`src/rtl/memory_stage_if.sv`:
```
// Data-memory request/response port between the MEM stage (master) and data memory (slave).
interface memory_stage_if;
    logic        dmem_req;
    logic        dmem_we;
    logic [31:0] dmem_addr;
    logic [31:0] dmem_wdata;
    logic [3:0]  dmem_be;
    logic        dmem_ready;
    logic        dmem_rvalid;
    logic [31:0] dmem_rdata;

    modport master (
        output dmem_req, dmem_we, dmem_addr, dmem_wdata, dmem_be,
        input  dmem_ready, dmem_rvalid, dmem_rdata
    );

    modport slave (
        input  dmem_req, dmem_we, dmem_addr, dmem_wdata, dmem_be,
        output dmem_ready, dmem_rvalid, dmem_rdata
    );
endinterface

```
`src/rtl/memory_stage.sv`:
```
// RV32I MEM stage: data-memory handshake, store lane formatting, load extension,
// access timeout and the MEM/WB pipeline register.
module memory_stage #(
    parameter int unsigned TIMEOUT_CYCLES = 255
) (
    input  logic           CLK,
    input  logic           RESET,
    input  logic           RegWriteM,
    input  logic [1:0]     ResultSrcM,
    input  logic           MemWriteM,
    input  logic [2:0]     Funct3M,
    input  logic [4:0]     RdM,
    input  logic [31:0]    ALUResultM,
    input  logic [31:0]    WriteDataM,
    input  logic [31:0]    PCPlus4M,
    memory_stage_if.master dmem,
    output logic           StallM,
    output logic           RegWriteW,
    output logic [1:0]     ResultSrcW,
    output logic [4:0]     RdW,
    output logic [31:0]    PCPlus4W,
    output logic [31:0]    ReadDataW,
    output logic [31:0]    ALUResultW,
    output logic           MisalignW,
    output logic           BusErrW
);
    localparam int CNT_W = (TIMEOUT_CYCLES > 32'd0) ? $clog2(TIMEOUT_CYCLES + 32'd1) : 1;

    typedef enum logic [1:0] {
        IDLE = 2'd0,
        REQ  = 2'd1,
        RESP = 2'd2
    } state_t;

    state_t           state;
    logic [CNT_W-1:0] waitCnt;
    logic             memOp;
    logic             isByte;
    logic             isHalf;
    logic             misalign;
    logic             goodOp;
    logic             rvalidTake;
    logic             timeout;
    logic             reqS;
    logic [3:0]       beS;
    logic [31:0]      wdataS;
    logic [31:0]      loadData;

    function automatic logic [31:0] extendLoad(input logic [2:0]  f3,
                                               input logic [1:0]  lane,
                                               input logic [31:0] word);
        logic [31:0] shifted;
        logic [15:0] half;
        shifted = word >> {lane, 3'b000};
        half    = lane[1] ? word[31:16] : word[15:0];
        case (f3)
            3'b000:  extendLoad = {{24{shifted[7]}}, shifted[7:0]};
            3'b001:  extendLoad = {{16{half[15]}}, half};
            3'b100:  extendLoad = {24'd0, shifted[7:0]};
            3'b101:  extendLoad = {16'd0, half};
            default: extendLoad = word;
        endcase
    endfunction

    // Access decode; store funct3 values beyond SW fall back to word size
    always_comb begin
        memOp  = MemWriteM | (ResultSrcM == 2'b01);
        isByte = (Funct3M[1:0] == 2'b00) & ~(MemWriteM & Funct3M[2]);
        isHalf = (Funct3M[1:0] == 2'b01) & ~(MemWriteM & Funct3M[2]);
        if (isHalf) begin
            misalign = memOp & ALUResultM[0];
        end else if (isByte) begin
            misalign = 1'b0;
        end else begin
            misalign = memOp & (ALUResultM[1:0] != 2'b00);
        end
        goodOp = memOp & ~misalign;
    end

    // Handshake control: request, completion, timeout abort and upstream stall
    always_comb begin
        rvalidTake = (state == RESP) & dmem.dmem_rvalid;
        if ((TIMEOUT_CYCLES != 32'd0) && (state != IDLE)) begin
            timeout = (waitCnt == CNT_W'(TIMEOUT_CYCLES)) & ~rvalidTake;
        end else begin
            timeout = 1'b0;
        end
        reqS   = RESET & ~timeout & (((state == IDLE) & goodOp) | (state == REQ));
        StallM = RESET & goodOp & ~rvalidTake & ~timeout;
    end

    // Store byte-lane formatting; loads always read the full word
    always_comb begin
        beS    = 4'b1111;
        wdataS = WriteDataM;
        if (MemWriteM && isByte) begin
            beS    = 4'b0001 << ALUResultM[1:0];
            wdataS = {4{WriteDataM[7:0]}};
        end else if (MemWriteM && isHalf) begin
            beS    = 4'b0011 << {ALUResultM[1], 1'b0};
            wdataS = {2{WriteDataM[15:0]}};
        end else begin
            beS    = 4'b1111;
            wdataS = WriteDataM;
        end
    end

    assign loadData        = extendLoad(Funct3M, ALUResultM[1:0], dmem.dmem_rdata);
    assign dmem.dmem_req   = reqS;
    assign dmem.dmem_we    = MemWriteM;
    assign dmem.dmem_addr  = {ALUResultM[31:2], 2'b00};
    assign dmem.dmem_wdata = wdataS;
    assign dmem.dmem_be    = beS;

    // Access FSM; waitCnt holds the number of cycles elapsed since the request
    always_ff @(posedge CLK or negedge RESET) begin
        if (!RESET) begin
            state   <= IDLE;
            waitCnt <= CNT_W'(0);
        end else begin
            case (state)
                IDLE: begin
                    if (goodOp) begin
                        state   <= dmem.dmem_ready ? RESP : REQ;
                        waitCnt <= CNT_W'(1);
                    end else begin
                        state   <= IDLE;
                        waitCnt <= CNT_W'(0);
                    end
                end
                REQ: begin
                    if (timeout) begin
                        state   <= IDLE;
                        waitCnt <= CNT_W'(0);
                    end else begin
                        state   <= dmem.dmem_ready ? RESP : REQ;
                        waitCnt <= waitCnt + CNT_W'(1);
                    end
                end
                RESP: begin
                    if (rvalidTake || timeout) begin
                        state   <= IDLE;
                        waitCnt <= CNT_W'(0);
                    end else begin
                        state   <= RESP;
                        waitCnt <= waitCnt + CNT_W'(1);
                    end
                end
                default: begin
                    state   <= IDLE;
                    waitCnt <= CNT_W'(0);
                end
            endcase
        end
    end

    // MEM/WB register: bubble while stalled, otherwise capture the retiring instruction
    always_ff @(posedge CLK or negedge RESET) begin
        if (!RESET) begin
            RegWriteW  <= 1'b0;
            ResultSrcW <= 2'b00;
            RdW        <= 5'd0;
            PCPlus4W   <= 32'd0;
            ReadDataW  <= 32'd0;
            ALUResultW <= 32'd0;
            MisalignW  <= 1'b0;
            BusErrW    <= 1'b0;
        end else if (StallM) begin
            RegWriteW  <= 1'b0;
            MisalignW  <= 1'b0;
            BusErrW    <= 1'b0;
        end else begin
            RegWriteW  <= RegWriteM & ~misalign & ~timeout;
            ResultSrcW <= ResultSrcM;
            RdW        <= RdM;
            PCPlus4W   <= PCPlus4M;
            ReadDataW  <= loadData;
            ALUResultW <= ALUResultM;
            MisalignW  <= misalign;
            BusErrW    <= timeout;
        end
    end
endmodule

```
`src/flat_wrapper.sv`:
```
// flat-port wrapper written by rule: the top's interface ports become plain ports
module memory_stage_flat 
#(
    parameter int unsigned TIMEOUT_CYCLES = 255
)
  (CLK, RESET, RegWriteM, ResultSrcM, MemWriteM, Funct3M, RdM, ALUResultM, WriteDataM, PCPlus4M, StallM, RegWriteW, ResultSrcW, RdW, PCPlus4W, ReadDataW, ALUResultW, MisalignW, BusErrW, dmem_dmem_req, dmem_dmem_we, dmem_dmem_addr, dmem_dmem_wdata, dmem_dmem_be, dmem_dmem_ready, dmem_dmem_rvalid, dmem_dmem_rdata);
  memory_stage_if dmem_i ();
  input  logic CLK;
  input  logic RESET;
  input  logic RegWriteM;
  input  logic [1:0] ResultSrcM;
  input  logic MemWriteM;
  input  logic [2:0] Funct3M;
  input  logic [4:0] RdM;
  input  logic [31:0] ALUResultM;
  input  logic [31:0] WriteDataM;
  input  logic [31:0] PCPlus4M;
  output logic StallM;
  output logic RegWriteW;
  output logic [1:0] ResultSrcW;
  output logic [4:0] RdW;
  output logic [31:0] PCPlus4W;
  output logic [31:0] ReadDataW;
  output logic [31:0] ALUResultW;
  output logic MisalignW;
  output logic BusErrW;
  output wire logic [$bits(dmem_i.dmem_req)-1:0] dmem_dmem_req;
  output wire logic [$bits(dmem_i.dmem_we)-1:0] dmem_dmem_we;
  output wire logic [$bits(dmem_i.dmem_addr)-1:0] dmem_dmem_addr;
  output wire logic [$bits(dmem_i.dmem_wdata)-1:0] dmem_dmem_wdata;
  output wire logic [$bits(dmem_i.dmem_be)-1:0] dmem_dmem_be;
  input wire logic [$bits(dmem_i.dmem_ready)-1:0] dmem_dmem_ready;
  input wire logic [$bits(dmem_i.dmem_rvalid)-1:0] dmem_dmem_rvalid;
  input wire logic [$bits(dmem_i.dmem_rdata)-1:0] dmem_dmem_rdata;
  assign dmem_dmem_req = dmem_i.dmem_req;
  assign dmem_dmem_we = dmem_i.dmem_we;
  assign dmem_dmem_addr = dmem_i.dmem_addr;
  assign dmem_dmem_wdata = dmem_i.dmem_wdata;
  assign dmem_dmem_be = dmem_i.dmem_be;
  assign dmem_i.dmem_ready = dmem_dmem_ready;
  assign dmem_i.dmem_rvalid = dmem_dmem_rvalid;
  assign dmem_i.dmem_rdata = dmem_dmem_rdata;
  memory_stage #(.TIMEOUT_CYCLES(TIMEOUT_CYCLES)) u_core (.CLK(CLK), .RESET(RESET), .RegWriteM(RegWriteM), .ResultSrcM(ResultSrcM), .MemWriteM(MemWriteM), .Funct3M(Funct3M), .RdM(RdM), .ALUResultM(ALUResultM), .WriteDataM(WriteDataM), .PCPlus4M(PCPlus4M), .dmem(dmem_i), .StallM(StallM), .RegWriteW(RegWriteW), .ResultSrcW(ResultSrcW), .RdW(RdW), .PCPlus4W(PCPlus4W), .ReadDataW(ReadDataW), .ALUResultW(ALUResultW), .MisalignW(MisalignW), .BusErrW(BusErrW));
endmodule
```
`config.mk`:
```
export PLATFORM = sky130hd
export DESIGN_NAME = memory_stage_flat
export DESIGN_NICKNAME = d
export VERILOG_FILES = /design/src/rtl/memory_stage_if.sv /design/src/rtl/memory_stage.sv /design/src/flat_wrapper.sv
export SDC_FILE = /design/constraint.sdc
export NUM_CORES = 1
export LEC_CHECK = 0
export CAP_MARGIN = 15
export CORE_UTILIZATION = 30
export DETAILED_ROUTE_END_ITERATION = 7
export GPL_TIMING_DRIVEN = 0
export PLACE_DENSITY = 0.66
export SETUP_SLACK_MARGIN = 0.3
export SLEW_MARGIN = 10
export SYNTH_ARGS = -nofsm -noshare
export SYNTH_HDL_FRONTEND = slang
export SYNTH_SLANG_ARGS = --single-unit
```
`constraint.sdc`:
```
create_clock -name CLK -period 2.1 [get_ports CLK]
set_input_delay 0.315 -clock CLK [delete_from_list [all_inputs] [get_ports CLK]]
set_output_delay 0.315 -clock CLK [all_outputs]
set_load 0.05 [all_outputs]
```
After elaboration in Yosys (flattened, before gate mapping):

Cells that the tools add are included.

* add/subtract/negate cells: 1
* bitwise operators: 22
* equal/unequal tests: 8
* reduce and logical (&&, ||, !) cells: 8
* muxes and demuxes: 21
* shifts and indexed selects: 3

Operators by type and width (count)
* 32-bit case mux with 4 select lines: 1
* 32-bit two-way mux: 2
* 32-bit by 5-bit >> shifter with 8-bit output: 1
* 8-bit case mux with 3 select lines: 1
* 1-bit AND: 16
* 16-bit two-way mux: 1
* 8-bit two-way mux: 2
* 8-bit by 1-bit adder with 8-bit output (second input constant): 1
* 8-bit equality test (second input constant): 1
* 2-bit two-way mux: 4
* 4-bit two-way mux: 2
* 1-bit two-way mux: 7
* 2-bit by 1-bit equality test with 1-bit output (second input constant): 3
* 3-bit equality test (second input constant): 2
* 2-bit case mux with 3 select lines: 1
* 2-bit zero test: 2
* 1-bit inverter: 4
* 2-bit nonzero test: 2
* 1-bit by 2-bit << shifter with 4-bit output (first input constant): 1
* 2-bit by 2-bit << shifter with 4-bit output (first input constant): 1
* 3-bit by 1-bit equality test with 1-bit output (second input constant): 1
* 3-bit zero test: 1
* 2-bit equality test (second input constant): 1
* 1-bit logical AND: 2
* other kinds (2): 3

* bits of input ports: 144
* flip-flop bits (word level): 116
* logic and storage cells: 73
* output and inout port bits: 177

Logic depth before layout (Yosys ltp):

Gate-level depths: netlist of run 1.

* word-level depth: 11
* depth in mapped cells: 8
* depth with buffers taken out: 6

Worst setup path before layout of run 1:

No wires, ideal clock.

* path type: input-to-output
* start point: input port Funct3M[0]
* end point: output port dmem_dmem_be[1]
* arrival time: 2.249 ns
* data required time: 1.785 ns
* buffers on the path: 2
* slack: -0.464 ns
* cell stages on the path: 4
* path through: clkbuf_1 > buf_1 > nor2_1 > o21ai_0

* word-level cells in the longest chain between the ends: 5
* elaborated cells on any way between the ends: 8
* classes of those cells: eq/ne (1); mux (2); bitwise (2); reduce/logical (3)

Ends and longest elaborated chain
* from (decl): line flat_wrapper.sv:13 `input logic [2:0] Funct3M;`
* 2-bit by 1-bit equality test with 1-bit output: line memory_stage.sv:69 `isHalf = (Funct3M[1:0] == 2'b01) & ~(MemWriteM & Funct3M[2]);`
* 1-bit AND: line memory_stage.sv:69
* 1-bit logical AND: line memory_stage.sv:99 `end else if (MemWriteM && isHalf) begin`
* 4-bit two-way mux: line memory_stage.sv:99
* 4-bit two-way mux *: line memory_stage.sv:96 `if (MemWriteM && isByte) begin`
* to (decl): line flat_wrapper.sv:31 `output wire logic [$bits(dmem_i.dmem_be)-1:0] dmem_dmem_be;`

Mark *: on every way between the ends. The rest lies on a longest branch, timed or not.

Worst setup path in the final report of run 1:

* start point: register u_core.waitCnt[0]
* end point: output port StallM

* word-level cells in the longest chain between the ends: 5

Ends and longest elaborated chain
* from (decl): line memory_stage.sv:36 `logic [CNT_W-1:0] waitCnt;`
* from (signal assigned): line memory_stage.sv:137 `waitCnt <= waitCnt + CNT_W'(1);`
* from (signal assigned): line memory_stage.sv:146 `waitCnt <= waitCnt + CNT_W'(1);`
* 8-bit equality test: line memory_stage.sv:84 `timeout = (waitCnt == CNT_W'(TIMEOUT_CYCLES)) & ~rvalidTake;`
* 1-bit AND: line memory_stage.sv:84
* 1-bit two-way mux: line memory_stage.sv:83 `if ((TIMEOUT_CYCLES != 32'd0) && (state != IDLE)) begin`
* 1-bit inverter: line memory_stage.sv:89 `StallM = RESET & goodOp & ~rvalidTake & ~timeout;`
* 1-bit AND: line memory_stage.sv:89
* to (decl): line flat_wrapper.sv:18 `output logic StallM;`

Every way passes these cells.

==> metrics.txt, run 1 <==
outcome=finished with violations; failing checks=setup timing; die area=21300 sq um; yosys warns=0; Die Width=146 microns; port buffer count=316; first-pass GRT wire length=between 30 and 40 mm; area grow syn2layout=80.9%; number of H-tree levels=4; Final GP Congestion=0.779; Reg power frac=30.1%; Layout Nets=1012; CP required=1.78 ns; global route overflow=0; post-route setup slack=-0.135 ns; unrepaired setup endpoints after global routing=yes; Core Footprint=20200 sq um; DR iter-0 viols=between 100 and 150; CP max-delay cell=dfrtp_1; most used cell along the critical path=buf_12; Storage cell area=around 2900 sq um; Mapped Cells=500; Via density=4.60; CP arrival=1.92 ns; Critical Path, Cell by Cell=ha_4 > nand2_4 > a2111oi_4 > or3_1 > buf_6 > inv_12 > buf_12 > buf_12; clk buf depth=2; Max Fanout on Critical Path=3; share of cells above drive strength 1=41.3%; Routed Antenna Nets=0; Tcrit/Tclk final=106%; worst skew pair latency=0.41 ns; drt drc=0; final WL=20.2 mm; Final min period=about 2.2 ns; ys flop type=dfrtp_1; TritonCTS clock tree=done; placed cells=1088; top sig layer=met4; worst vdd ir=slightly above 0.0005 V; Finish-stage setup viols=62; fraction of registers with async set/reset=100%; CTS root buf=clkbuf_16; critical path class=register to primary output; fill count=1770; Synth Cell Area=6210 sq um; area of the multi-input gates=3150 sq um; CP Capture Type=primary output; post-route insts no fill=1150; f_max=0.447 GHz; Yosys cell types=between 40 and 50; slew margin rel.=61.7%; Sw Ratio=between 30% and 40%; final hold violation count=0; Avg Inst Size Synth=12.4 sq um; share of total power in the clock network=between 30% and 40%; Total GRT Usage=19.0%; Worst Hold Class=input port to asynchronous set/reset pin; clock sinks=116; internal power=5.70 mW; post-place setup slack=-1.53 ns; post-synthesis sequential area ratio=46.8%; FP Rows=52; pwr dens=764 nW/um^2; Pins Over Slew Limit=0; ant diodes=0; proportion of power drawn by combinational gates=33.9%; Vias=5288; crit start category=register; Num CTS Buffers=17; Starting Density=around 30%; drt pass-1 iters=4; WHS=~0.029 ns; slew of the pin with the lowest slew margin=0.575 ns; Ports=321; clock slew at reported path FFs=0.05 ns; Routed WL per cell=17.6 microns; setup_tns=-5.36 ns; via count of the first global-routing pass=5519; Leak=5.43 nW; routed wl met3=1.60 mm; initial antenna violation count=0; clock skew=~0.0064 ns; Post-synth EDFFs=0; max incr delay on CP=0.41 ns; Chip Height=146 microns; sw power=roughly 2.9 mW; wire length on met1=around 8 mm; total power draw=between 8 and 9 mW; R2R depth=9; Routed met2 length=10.3 mm; Max-Cap Viols=0; FF+latch count, synth=116; DP Wirelength=14.5 mm; largest net degree at the start of global routing=43
registers in the layout (all words and copies together), names as in the netlist:
register	count
u_core.ALUResultW	32
u_core.BusErrW	1
u_core.MisalignW	1
u_core.PCPlus4W	32
u_core.RdW	5
u_core.ReadDataW	32
u_core.RegWriteW	1
u_core.ResultSrcW	2
u_core.state	2
u_core.waitCnt	8
cells in the mapped netlist, types with 3 or more instances:
| cell | instances | area share, % |
|---|---|---|
| dfrtp_1 | 116 | 47 |
| nand2b_1 | 4 | 0.40 |
| buf_4 | 42 | 5.1 |
| buf_2 | 5 | 0.40 |
| o21ai_0 | 3 | 0.24 |
| mux2_2 | 36 | 6.5 |
| mux2_4 | 69 | 17 |
| a21oi_1 | 12 | 0.97 |
| nor2_1 | 24 | 1.5 |
| clkbuf_1 | 16 | 0.97 |
| o2bb2ai_1 | 3 | 0.42 |
| a31oi_1 | 16 | 1.6 |
| mux2i_1 | 23 | 3.7 |
| nor2b_1 | 11 | 1.1 |
| nor3_1 | 3 | 0.24 |
| nand3_1 | 3 | 0.24 |
| nor4_1 | 16 | 1.6 |
| o22ai_1 | 6 | 0.60 |
| a221o_1 | 5 | 0.81 |
| buf_8 | 7 | 1.7 |
| inv_1 | 6 | 0.36 |
| a22o_1 | 5 | 0.71 |
| xnor2_1 | 4 | 0.56 |
| nand2_1 | 32 | 1.9 |
| buf_6 | 3 | 0.54 |
cell families (layout without fill, tap and decap cells):
group,count (synthesis),after routing,share of synthesized area [%]
compound gates,63,63,7.52
other cells,1,2,0.0604
flops,116,116,46.8
simple gates,102,102,8.00
mux,129,129,27.3
fa+ha+maj,1,1,0.202
xor+xnor,6,6,0.847
buf+inv,82,461,9.31
power by group through the flow:
stage | Clock [mW] | Sequential (mW) | Combinational (mW)
after global routing | 3.27 | 2.61 | 3.05
after floorplan | 0 | 3.34 | 1.02
after global placement | 0 | 2.62 | 2.81
after CTS | 3.16 | 2.58 | 2.87
after detailed placement | 0 | 2.62 | 2.83
final | 3.09 | 2.58 | 2.91
area by class of cell:
type / instances / area share, %
sequential: 116 / 25.9
tap: 270 / 3.01
clock buffer: 20 / 4.07
multi-input combinational: 303 / 28.0
clock inverter: 12 / 1.59
buffer: 74 / 6.43
timing repair buffer: 347 / 30.6
inverter: 8 / 0.379
metrics by stage:
step | util (%) | cell area (sq um)
2_1_floorplan | - | 6410
3_3_place_gp | 49.0 | 9910
3_5_place_dp | 49.1 | 9940
4_1_cts | 53.6 | 10800
5_1_grt | 55.5 | 11200
6_report | 55.5 | 11200
what timing repair did:
action	4_1_cts	5_1_grt
setup endpoints to repair	281	180
hold buffers	5	0
gates cloned	4	0
resized for setup	336	107
hold endpoints to repair	33	0
pin swaps	6	3
buffers inserted	14	7
final timing paths:
| path | from | end | slack, ns |
|---|---|---|---|
| worst min register to register | u_core.ALUResultW[8] | u_core.ALUResultW[8] | 0.50 |
| min in group CLK | ALUResultM[0] | u_core.ALUResultW[0] | 0.20 |
| max in group asynchronous | RESET | u_core.waitCnt[3] | 1.19 |
| worst max-delay path | u_core.waitCnt[0] | StallM | -0.14 |
| worst max register to register | u_core.waitCnt[0] | u_core.PCPlus4W[7] | -0.10 |
| worst min-delay path | RESET | u_core.PCPlus4W[3] | 0.03 |
worst max-delay path, delay by kind of cell (launching register included):
kind / cells / cell delay [ns]
DFF: 1 / 0.41
and+or+nand+nor: 2 / 0.44
AOI/OAI and AO/OA: 1 / 0.04
buffers and inverters: 4 / 0.43
adders and majority gates: 1 / 0.18
layout by cell type (no fill, tap or decap), types with 6 or more instances in the layout:
cell	instances
clkbuf_16	21
dfrtp_1	112
o22ai_1	6
buf_12	8
mux2_4	72
a21oi_4	8
a31oi_4	8
dlygate4sd2_1	57
mux2_2	33
nor2_1	16
dlymetal6s2s_1	52
mux2i_1	19
nor2b_1	10
buf_6	9
clkdlybuf4s50_1	135
nand2_1	29
buf_8	12
buf_2	16
nor4_1	14
nor2_2	7
buf_4	110
a31oi_1	6
clkbuf_1	6
per-layer routing:
layer	vias up	GRT usage (%)
li1	2503	-
met1	2528	21.8
met2	236	33.1
met3	21	6.68
met4	0	5.95
met5	-	0
Power figures use the tool's default switching activity.
==> run 2, diff against run 1 <==
CORE_UTILIZATION = 36   (was 30)
PLACE_DENSITY = 0.77   (was 0.66)
==> run 2 against run 1 <==
The flow finishes with violations (hold timing, setup timing). Clock skew grew 0.0069 ns. Global-route usage grew 3.5 points. Final cell count shrank 3.1%. Highest routed layer unchanged. Maximum frequency down 5.4%. Clock-buffer cell count increased by 2. Register-to-register slack got worse by 0.16 ns. Setup slack got worse by 0.13 ns. Sequential share of layout area fell by 0.30 points.
==> metrics.txt, run 2 (synthesized netlist as in run 1, its figures left out) <==
clk buf depth=2 (unchanged); CP arrival=2.66 ns (+0.74 ns); first-pass GRT wire length=30.3 mm (-2.1%); slew of the pin with the lowest slew margin=0.613 ns (+0.0381 ns); Worst Hold Class=input port to asynchronous set/reset pin; Core Footprint=16700 sq um (-17%); Die Width=133 microns (-8.6%); number of H-tree levels=4 (unchanged); Chip Height=133 microns (-8.6%); crit path to=u_core.ReadDataW[11]; Routed Antenna Nets=0 (unchanged); clock skew=0.0133 ns (+0.00686 ns); proportion of power drawn by combinational gates=34.3% (+0.4 points); port buffer count=316 (unchanged); pwr dens=764 nW/um^2 (about the same); Leak=5.16 nW (-5.0%); FP Rows=47 (-9.6%); sw power=2.89 mW (+0.54%); slew margin rel.=58.7% (-3.0 points); most frequent cells in the layout=dlygate4sd2_1 (136), clkdlybuf4s50_1 (135), dfrtp_1 (115); DR iter-0 viols=147 (+46%); Num CTS Buffers=17 (unchanged); TritonCTS clock tree=done; Layout Nets=1028 (+1.6%); Tcrit/Tclk final=113% (+6.1 points); die area=17800 sq um (-16%); flop2flop setup slack=-0.26 ns (-0.16 ns); final WL=20.4 mm (+0.87%); Finish-stage setup viols=105 (+69%); Routed WL per cell=18.3 microns (+4.1%); worst r2r src=u_core.waitCnt[1]; f_max=0.423 GHz (-5.4%); r2r endpoint=u_core.ReadDataW[11]; CP startpoint=u_core.waitCnt[1]; CP required=2.40 ns (+0.62 ns); DP Wirelength=14.2 mm (-1.9%); worst skew pair latency=0.42 ns (about the same); Reg power frac=29.8% (-0.3 points); WHS=-0.182 ns (-0.211 ns); Final min period=2.36 ns (+0.129 ns); Starting Density=37.2% (+6.5 points); Via density=4.88 (+6.2%); clock sinks=116 (unchanged); outcome=finished with violations; R2R depth=12 (+3); clock slew at reported path FFs=0.05 ns (about the same); area grow syn2layout=82.8%; global route overflow=0 (unchanged); Sw Ratio=33.3% (-0.19 points); Final GP Congestion=0.850 (+9.1%); failing checks=hold timing, setup timing; via count of the first global-routing pass=5598 (+1.4%); unrepaired setup endpoints after global routing=yes; final hold violation count=51 (+51); Max Fanout on Critical Path=6 (+3); internal power=5.78 mW (+1.4%); post-route setup slack=-0.264 ns (-0.129 ns); ant diodes=0 (unchanged); biggest regs=u_core.ALUResultW: 32 flops, u_core.PCPlus4W: 32 flops, u_core.ReadDataW: 32 flops; crit start category=register; worst vdd ir=0.000473 V (-8.5%); CP Capture Type=register; setup_tns=-20.12 ns (-14.76 ns); drt pass-1 iters=5 (+1); Total GRT Usage=22.5% (+3.5 points); share of cells above drive strength 1=38.7% (-2.5 points); Ports=321 (unchanged); share of total power in the clock network=35.9% (about the same); Vias=5438 (+2.8%); critical path class=register to register; drt drc=0 (unchanged); Max-Cap Viols=0 (unchanged); largest net degree at the start of global routing=54 (+26%); Pins Over Slew Limit=0 (unchanged); initial antenna violation count=0 (unchanged); commonest non-fill, non-tap cell in the layout=dlygate4sd2_1; CTS root buf=clkbuf_16
## run 2: layout make-up
type | instances | area (sq um)
buffer | 74 | 754
clock buffer | 22 | 484
clock inverter | 8 | 149
fill | 1251 | 5350
inverter | 8 | 42.5
multi-input combinational | 303 | 3190
sequential | 116 | 2900
tap | 220 | 275
timing repair buffer | 363 | 3550
## run 2: how the worst min path moves through the flow
stage / start / to / slack, ns / cells past startpoint
floorplan: RESET / u_core.ALUResultW[0] / 0.02 / 0
global placement: u_core.PCPlus4W[6] / u_core.PCPlus4W[6] / 0.49 / 1
detailed placement: RESET / u_core.PCPlus4W[26] / 0.30 / 1
finish: RESET / u_core.PCPlus4W[11] / -0.18 / 1
global route: RESET / u_core.PCPlus4W[26] / -0.17 / 1
CTS: RESET / u_core.PCPlus4W[26] / -0.18 / 1
## run 2: power groups by stage
stage          Clock [mW]  Sequential (mW)  Combinational [mW]
4_1_cts              3.15             2.59                2.87
3_3_place_gp            0             2.62                2.80
5_1_grt              3.25             2.61                3.11
2_1_floorplan           0             3.34                1.02
3_5_place_dp            0             2.63                2.82
6_report             3.11             2.59                2.98
## run 2: metrics by stage
stage | util, % | area [sq um] | worst slack, ns | power, mW | instances
after detailed placement | 59.1 | 9880 | -1.49 | 5.45 | 1038
after global routing | 67.9 | 11300 | -0.327 | 8.97 | 1114
final | 67.9 | 11300 | -0.264 | 8.67 | 1114
after floorplan | - | 6410 | 0.147 | 4.36 | 501
after CTS | 66.1 | 11000 | -0.271 | 8.61 | 1102
after global placement | 59.0 | 9850 | -6.56 | 5.41 | 1037
## run 2: timing repair
item / CTS / global route
pin swaps: 8 / 5
cloned: 6 / 4
setup endpoints to repair: 280 / 128
hold endpoints to repair: 51 / 51
setup buffers: 28 / 8
resized for setup: 441 / 26
## run 2: critical path, stage by stage (launching register included)
cell and delay [ns]:
dfrtp_1 0.41, ha_4 0.19, nand2_4 0.08, a2111oi_4 0.04
buf_4 0.15, or3_4 0.36, buf_6 0.14, buf_4 0.13
buf_6 0.11, buf_6 0.10, buf_8 0.13, buf_12 0.13
mux2_4 0.28
## run 2: routing by layer
| layer | global-route usage (%) | up-vias | part of all wire, % | wire, microns |
|---|---|---|---|---|
| li1 | - | 2523 | - | - |
| met1 | 25.1 | 2595 | 38 | 7690 |
| met2 | 39.8 | 283 | 52 | 10500 |
| met3 | 6.66 | 37 | 7.7 | 1580 |
| met4 | 9.60 | 0 | 2.8 | 567 |
| met5 | 0 | - | 0 | 0 |
==> run 3, diff against run 2 <==
PLACE_DENSITY = 0.87   (was 0.77)
==> run 3 against run 2 <==
The flow finishes with violations (setup timing). Total power fell by 2.5%. Non-clock buffer count rose by 8. Sequential share of layout area fell by 0.21 points. Register-to-register slack improved by 0.09 ns. Critical path depth fell by 1. Global-route usage rose by 2.0 points. Setup slack improved by 0.094 ns. First-iteration DRC count rose by 95%. Sequential cell count did not move. Combinational power rose by 2%. Critical endpoint is now u_core.ALUResultW[6]. Highest routed layer unchanged.
==> metrics.txt, run 3 (synthesized netlist as in run 1, its figures left out) <==
Ports=321 (unchanged); failing checks=setup timing; post-route setup slack=-0.170 ns (+0.0940 ns); worst skew pair latency=0.42 ns (about the same); via count of the first global-routing pass=5768 (+3.0%); FP Rows=47 (unchanged); fill count=1189 (-5.0%); post-place setup slack=-1.38 ns (+0.107 ns); Final min period=2.27 ns (-0.0940 ns); Num CTS Buffers=17 (unchanged); Worst Hold Class=input port to asynchronous set/reset pin; CP max-delay cell=dfrtp_1; Die Width=133 microns (unchanged); Critical Path, Cell by Cell=ha_4 > nand2_4 > a2111oi_4 > or3_1 > buf_6 > inv_12 > buf_4 > buf_12 > buf_8 > clkbuf_16 > mux2_4; Layout Nets=1036 (+0.78%); slew of the pin with the lowest slew margin=0.623 ns (+0.0101 ns); sw power=3.00 mW (+3.7%); initial antenna violation count=0 (unchanged); Core Footprint=16700 sq um (unchanged); drt pass-1 iters=4 (-1); Final GP Congestion=0.868 (+2.1%); Tcrit/Tclk final=108% (-4.5 points); slew margin rel.=58.6% (-0.078 points); area grow syn2layout=84.2%; outcome=finished with violations; worst vdd ir=0.000572 V (+21%); commonest non-fill, non-tap cell in the layout=clkdlybuf4s50_1; placed cell area=9880 sq um (unchanged); CP required=2.39 ns (about the same); ant diodes=0 (unchanged); total power draw=8.46 mW (-2.5%); port buffer count=316 (unchanged); final WL=22.7 mm (+12%); f_max=0.441 GHz (+4.1%); Reg power frac=30.7% (+0.9 points); global route overflow=0 (unchanged); CP arrival=2.56 ns (-0.10 ns); Routed WL per cell=20.2 microns (+11%); share of total power in the clock network=33.5% (-2.4 points); Max-Cap Viols=0 (unchanged); Chip Height=133 microns (unchanged); number of H-tree levels=4 (unchanged); WHS=0.0160 ns (+0.198 ns); Routed Antenna Nets=0 (unchanged); die area=17800 sq um (unchanged); DR iter-0 viols=287 (+95%); clk buf depth=2 (unchanged); Vias=5569 (+2.4%); Finish-stage setup viols=75 (-29%); setup_tns=-7.56 ns (+12.56 ns); Max Fanout on Critical Path=6 (unchanged); design area=11400 sq um (+0.78%); Starting Density=37.2% (unchanged); biggest regs=u_core.ALUResultW: 32 flops, u_core.PCPlus4W: 32 flops, u_core.ReadDataW: 32 flops; final hold violation count=0 (-100%); crit start category=register; pwr dens=740 nW/um^2 (-3.2%); Pins Over Slew Limit=0 (unchanged); TritonCTS clock tree=done; most frequent cells in the layout=clkdlybuf4s50_1 (136), dlygate4sd2_1 (132), dfrtp_1 (116); DP Wirelength=15.6 mm (+9.7%); critical path class=register to register; largest net degree at the start of global routing=43 (-20%); Via density=4.95 (+1.5%); clock skew=0.00907 ns (-0.00420 ns); drt drc=0 (unchanged); Leak=5.23 nW (+1.4%); Sw Ratio=35.4% (+2.1 points); unrepaired setup endpoints after global routing=yes; CTS root buf=clkbuf_16; share of cells above drive strength 1=38.4% (-0.32 points); proportion of power drawn by combinational gates=35.8% (+1.5 points); first-pass GRT wire length=32.7 mm (+7.9%); internal power=5.46 mW (-5.5%); max incr delay on CP=0.40 ns (about the same); CP Capture Type=register; clock sinks=116 (unchanged); clock slew at reported path FFs=0.06 ns (about the same); Total GRT Usage=24.5% (+2.0 points)
run 3: area by class of cell:
| class | count | area (sq um) | area share [%] |
|---|---|---|---|
| tap | 220 | 275 | 2.41 |
| timing repair buffer | 371 | 3760 | 32.9 |
| multi-input combinational | 303 | 3140 | 27.4 |
| clock inverter | 11 | 100 | 0.875 |
| inverter | 8 | 42.5 | 0.372 |
| sequential | 116 | 2900 | 25.4 |
| clock buffer | 21 | 480 | 4.20 |
| buffer | 74 | 736 | 6.43 |
run 3: metal layers:
metal | wire (microns) | GRT usage, % | share of wire (%) | vias up
met2 | 11800 | 43.8 | 52 | 276
met3 | 1570 | 6.93 | 6.9 | 45
li1 | - | - | - | 2537
met4 | 627 | 8.96 | 2.8 | 0
met1 | 8750 | 27.6 | 38 | 2711
met5 | 0 | 0 | 0 | -
run 3: what timing repair did:
action / in CTS / in global routing
endpoints found under the hold margin: 33 / 0
cloned: 5 / 7
hold buffers: 4 / 0
endpoints found under the setup margin: 280 / 144
pin swaps: 7 / 6
setup buffers: 21 / 17
resized for setup: 415 / 60
run 3: power by group through the flow:
stage	Combinational [mW]	Clock (mW)	Sequential [mW]
after floorplan	1.02	0	3.34
after global placement	2.80	0	2.62
after detailed placement	2.83	0	2.63
after CTS	2.86	2.86	2.59
after global routing	3.15	2.99	2.62
final	3.03	2.83	2.59
run 3: worst max-delay path, delay by kind of cell, from the launching register on:
family / cells / cell delay (ns)
muxes: 1 / 0.29
and+or+nand+nor: 2 / 0.25
DFF: 1 / 0.40
adders and majority gates: 1 / 0.18
buffers and inverters: 6 / 0.74
AOI/OAI and AO/OA: 1 / 0.28
run 3: final timing paths:
check	depth (start not counted)	slack (ns)	end	startpoint
max	11	-0.17	u_core.ALUResultW[6]	u_core.waitCnt[1]
min	3	0.02	u_core.ReadDataW[29]	RESET
max reg2reg	11	-0.17	u_core.ALUResultW[6]	u_core.waitCnt[1]
min reg2reg	1	0.50	u_core.ALUResultW[28]	u_core.ALUResultW[28]
max in group asynchronous	4	1.36	u_core.RdW[1]	RESET
min in group CLK	2	0.21	u_core.ALUResultW[0]	ALUResultM[0]
run 3: per-stage QoR:
step | cells | util, %
2_1_floorplan | 501 | -
3_3_place_gp | 1037 | 59.0
3_5_place_dp | 1038 | 59.1
4_1_cts | 1100 | 65.2
5_1_grt | 1124 | 68.5
6_report | 1124 | 68.5
